<file path="src/rtl/i2c_sample_writer.sv">
// rtl/i2c_sample_writer.sv - writes each accepted 8-bit sample to an I2C slave
// as START, {addr,W}, ACK, data, ACK, STOP on open-drain SCL/SDA drives.
module i2c_sample_writer #(
  parameter int unsigned QUARTER_PERIOD_CLOCKS = 125,
  parameter int unsigned QUARTER_COUNTER_BITS  = 8,
  parameter logic [6:0]  DEVICE_ADDRESS        = 7'h48
) (
  input  logic        inputClock,
  input  logic        reset_n,
  input  logic [7:0]  sampleValue,
  input  logic        sampleValid,
  output logic        sampleReady,
  output logic        i2c_sclDriveLow,
  output logic        i2c_sdaDriveLow,
  input  logic        i2c_sdaIn,
  output logic        busy,
  output logic        ackError,
  output logic [15:0] transferCount
);

  typedef enum logic [2:0] {
    S_IDLE, S_START, S_ADDR, S_ADDR_ACK, S_DATA, S_DATA_ACK, S_STOP
  } state_t;

  localparam logic [QUARTER_COUNTER_BITS-1:0] QUARTER_LAST =
    QUARTER_COUNTER_BITS'(QUARTER_PERIOD_CLOCKS - 1);

  state_t                          state, state_next;
  logic [QUARTER_COUNTER_BITS-1:0] quarter_count;
  logic [1:0]                      phase;
  logic [2:0]                      bit_index;
  logic [7:0]                      shift_byte;
  logic [7:0]                      sample_byte;
  logic                            sda_meta, sda_sync;
  logic                            accept, tick, phase_end, ack_slot;

  assign busy        = (state != S_IDLE);
  assign sampleReady = !busy;
  assign accept      = sampleValid && sampleReady;
  assign tick        = busy && (quarter_count == QUARTER_LAST);
  assign phase_end   = tick && (phase == 2'd3);
  assign ack_slot    = (state == S_ADDR_ACK) || (state == S_DATA_ACK);

  always_ff @(posedge inputClock or negedge reset_n) begin
    if (!reset_n) state <= S_IDLE;
    else          state <= state_next;
  end

  // Bus drives are decoded from state/phase so an async reset frees the bus immediately.
  always_comb begin
    state_next      = state;
    i2c_sclDriveLow = 1'b0;
    i2c_sdaDriveLow = 1'b0;
    case (state)
      S_IDLE: if (accept) state_next = S_START;
      S_START: begin
        i2c_sclDriveLow = (phase >= 2'd2);
        i2c_sdaDriveLow = (phase != 2'd0);
        if (phase_end) state_next = S_ADDR;
      end
      S_ADDR, S_DATA: begin
        i2c_sclDriveLow = (phase == 2'd0) || (phase == 2'd3);
        i2c_sdaDriveLow = !shift_byte[7];
        if (phase_end && bit_index == 3'd7)
          state_next = (state == S_ADDR) ? S_ADDR_ACK : S_DATA_ACK;
      end
      S_ADDR_ACK: begin
        i2c_sclDriveLow = (phase == 2'd0) || (phase == 2'd3);
        if (phase_end) state_next = ackError ? S_STOP : S_DATA;
      end
      S_DATA_ACK: begin
        i2c_sclDriveLow = (phase == 2'd0) || (phase == 2'd3);
        if (phase_end) state_next = S_STOP;
      end
      S_STOP: begin
        i2c_sclDriveLow = (phase == 2'd0);
        i2c_sdaDriveLow = (phase <= 2'd1);
        if (phase_end) state_next = S_IDLE;
      end
      default: state_next = S_IDLE;
    endcase
  end

  always_ff @(posedge inputClock or negedge reset_n) begin
    if (!reset_n) begin
      quarter_count <= '0;
      phase         <= 2'd0;
      bit_index     <= 3'd0;
      shift_byte    <= 8'd0;
      sample_byte   <= 8'd0;
      ackError      <= 1'b0;
      transferCount <= 16'd0;
      sda_meta      <= 1'b1;
      sda_sync      <= 1'b1;
    end else begin
      sda_meta <= i2c_sdaIn;
      sda_sync <= sda_meta;
      if (accept) begin
        sample_byte   <= sampleValue;
        shift_byte    <= {DEVICE_ADDRESS, 1'b0};
        ackError      <= 1'b0;
        quarter_count <= '0;
        phase         <= 2'd0;
        bit_index     <= 3'd0;
      end else if (busy) begin
        quarter_count <= tick ? '0 : quarter_count + 1'b1;
        if (tick) phase <= phase + 2'd1;
        // ACK bit is read at the end of the SCL-high half of the slot.
        if (ack_slot && tick && phase == 2'd2 && sda_sync) ackError <= 1'b1;
        if (phase_end) begin
          case (state)
            S_ADDR, S_DATA: begin
              bit_index  <= bit_index + 3'd1;
              shift_byte <= {shift_byte[6:0], 1'b0};
            end
            S_ADDR_ACK: shift_byte <= sample_byte;
            S_STOP:     if (!ackError) transferCount <= transferCount + 16'd1;
            default: ;
          endcase
        end
      end
    end
  end

endmodule

</file>
<file path="config.mk">
export PLATFORM = sky130hd
export DESIGN_NAME = i2c_sample_writer
export DESIGN_NICKNAME = d
export VERILOG_FILES = /design/src/rtl/i2c_sample_writer.sv
export SDC_FILE = /design/constraint.sdc
export NUM_CORES = 1
export LEC_CHECK = 0
export CAP_MARGIN = 15
export CORE_MARGIN = 1.5
export CORE_UTILIZATION = 32
export DETAILED_ROUTE_END_ITERATION = 12
export HOLD_SLACK_MARGIN = 0.12
export PLACE_DENSITY = 0.54
export SETUP_SLACK_MARGIN = 0.15
export SLEW_MARGIN = 20
export SYNTH_ARGS = -nofsm -noshare
export SYNTH_HDL_FRONTEND = slang
export SYNTH_SLANG_ARGS = --single-unit
export TNS_END_PERCENT = 30
</file>
<file path="constraint.sdc">
create_clock -name inputClock -period 3.4 [get_ports inputClock]
set_input_delay 0.68 -clock inputClock [delete_from_list [all_inputs] [get_ports inputClock]]
set_output_delay 0.68 -clock inputClock [all_outputs]
set_load 0.03 [all_outputs]
</file>
==> run summary <==
Post-synthesis mux area share: 6.76%
Power density cells: 338 mW/mm2
Worst VDD drop: 0.135 mV
Reg clk slew, reported paths: 0.10 ns
CP Max Fanout: 17
Fmax: 0.338 GHz
Detail Placement HPWL: 3.75 mm
Simple logic cell fraction of the synthesized area: 21.4%
Leakage: 1.51 nW
Diodes inserted: 0
Setup WS post-layout: 0.439 ns
Count of boundary I/O pins: 33
Die X-Extent: 93.7 um
Placed cells: 389
Tcrit/Tclk final: 87.1%
Most frequent cells in the layout: nand2_1 (49), dfrtp_1 (49), clkdlybuf4s50_1 (31)
CTS root buf: clkbuf_8
GPL Wtd Cong: 0.839
Final WL: 5.33 mm
Initial Utilization: 33.5%
Seq cells post-synth: 51
Clock buffer depth: 2
# port buffers: 32
Drt pass-1 iters: 4
Hold Vio Cnt, Final: 0
RSZ-0062 raised after global routing: no
Ys async rst share: 100%
Syn_nets: 287
Adder-Cell Fraction of Synth Area: 4.28%
Finished Core Util: 39.6%
Post-DR vias/cell: 4.94
Max_cap viols: 0
Die ar.: 0.00877 mm2
Vias in the first global route: 1919
Mapped Avg Cell Area: 9.89 um2
Setup Slack @ Placement: 0.801 ns
Layout Nets: 315
Vias post-DR: 1956
H-tree levels: 2
Top FF cell, synth: dfrtp_1
Synth Instances: 266
Fin cells: 396
Ys Warns: 0
Drt wl/cell: 13.5 um
Post-synth EDFFs: 0
Synthesized cell area: 0.00263 mm2
Skew-Pair Late Insertion Delay: 0.31 ns
Crit path largest cell delay: 0.70 ns
CP Class: register to output port
Min Tclk post-route: 2.96 ns
CTS Buf Count: 5
Total grt overflow: 0
Post-CTS Setup Inserts: 0
Number of core rows: 32
Iteration-0 DRC count of the detailed router: 95
CTS-repair resized insts: 0
Area grow syn2layout: 18.2%
Max Slew Vio Count: 0
CP max-delay cell: clkdlybuf4s50_1
Largest family of logic cells by synthesized area: simple AND/OR/NAND/NOR gates
Post-route DRC: 0
Internal reg-to-reg setup slack: 1.13 ns
Total Routing Usage GR: 13.6%
Setup TNS: 0 ns
Layout cell share with drive strength beyond 1: 7.14%
Hold Crit Class: primary input to async pin
Pin count of the biggest net entering global routing: 27
Worst hold margin: 0.359 ns
CTS tree: yes
Crit. End Element: output port
Rel. slew slack: 61.8%
Synth Area in Compound Gates: 7.61%
CP arrival: 2.28 ns
Filler cell count: 806
Slew @ Worst Pin: 0.573 ns
Final clock skew: 0.0117 ns
Antenna violations before repair: 0
Final Setup Violations: 0
Seq/Total Area, Yosys: 48.6%
Die Y-Extent: 93.7 um
Post-synthesis xor/xnor area fraction: 6.33%
Worst path cell trace: inv_1 -> nor2_1 -> a2bb2oi_1 -> o21ai_0 -> clkdlybuf4s50_1
Outcome: finished, final reports clean
Netlist cell types: 45
Post-route ant nets: 0
Worst Setup Start Kind: register
CTS Hold Bufs: 0
Crit path required time: 2.72 ns
First-pass GRT wire length: 9.41 mm
CORE AREA: 0.00785 mm2
CTS Sinks: 51
[cells by family after synthesis]
| kind of cell | count (synthesis) |
|---|---|
| buffers and inverters | 25 |
| adder cells (fa/ha/maj) | 9 |
| flip-flops | 51 |
| XOR/XNOR | 19 |
| multiplexers | 17 |
| AO/OA/AOI/OAI | 30 |
| AND/OR/NAND/NOR | 115 |
[final timing paths]
check,startpoint,end,depth (start not counted)
max in group asynchronous,reset_n,sda_sync,2
hold / removal,reset_n,shift_byte[0],1
setup reg to reg,quarter_count[0],transferCount[14],6
setup / recovery,state[1],i2c_sdaDriveLow,5
hold reg to reg,sda_meta,sda_sync,0
min in group inputClock,sda_meta,sda_sync,0
[flip-flops by register name, summed over array words and instances, names as in the netlist]
signal         count
quarter_count      8
sda_sync           1
sample_byte        8
state              3
transferCount     16
sda_meta           1
bit_index          3
ackError           1
phase              2
shift_byte         8
[metal layers]
metal	vias up	global-route usage (%)	share of wire (%)
met4	0	4.23	1.3
met2	48	21.1	46
met1	928	18.8	48
met5	-	0	0
met3	7	3.24	4.7
li1	973	-	-
[cell type report]
class	instances	area (um2)	share of cell area [%]
clock buffer	5	68.8	2.21
clock inverter	2	37.5	1.21
inverter	13	53.8	1.73
multi-input combinational	190	1220	39.2
sequential	51	1280	41.1
tap	102	128	4.11
timing repair buffer	33	323	10.4
[synthesized netlist by cell type (6+ instances only)]
cell type | count | area share (%)
nand2_1 | 49 | 7.0
nor4_1 | 6 | 1.4
xor2_1 | 13 | 4.3
nand4_1 | 8 | 1.9
nand3_1 | 9 | 1.7
nor2_1 | 21 | 3.0
xnor2_1 | 6 | 2.0
mux2_2 | 6 | 2.6
mux2i_1 | 11 | 4.2
inv_1 | 12 | 1.7
dfrtp_1 | 49 | 47
ha_1 | 9 | 4.3
o21ai_0 | 10 | 1.9
[per-stage QoR]
stage | power, mW | instance area (um2)
after CTS | 1.07 | 3110
after detailed placement | 0.648 | 3000
after floorplan | 0.621 | 2630
final | 1.05 | 3110
after global routing | 1.10 | 3110
after global placement | 0.647 | 3000
[power by group]
| group | switching (mW) | internal (mW) |
|---|---|---|
| combinational | 0.0142 | 0.0113 |
| clock | 0.202 | 0.215 |
| sequential | 0.000377 | 0.608 |
[critical path: cells and delay by family (launching register included)]
family                 cells  cell delay [ns]
and+or+nand+nor            1             0.17
buffers and inverters      2             0.88
DFF                        1             0.66
AOI/OAI and AO/OA          2             0.26
Note: power is estimated with default switching activity, not from simulation.
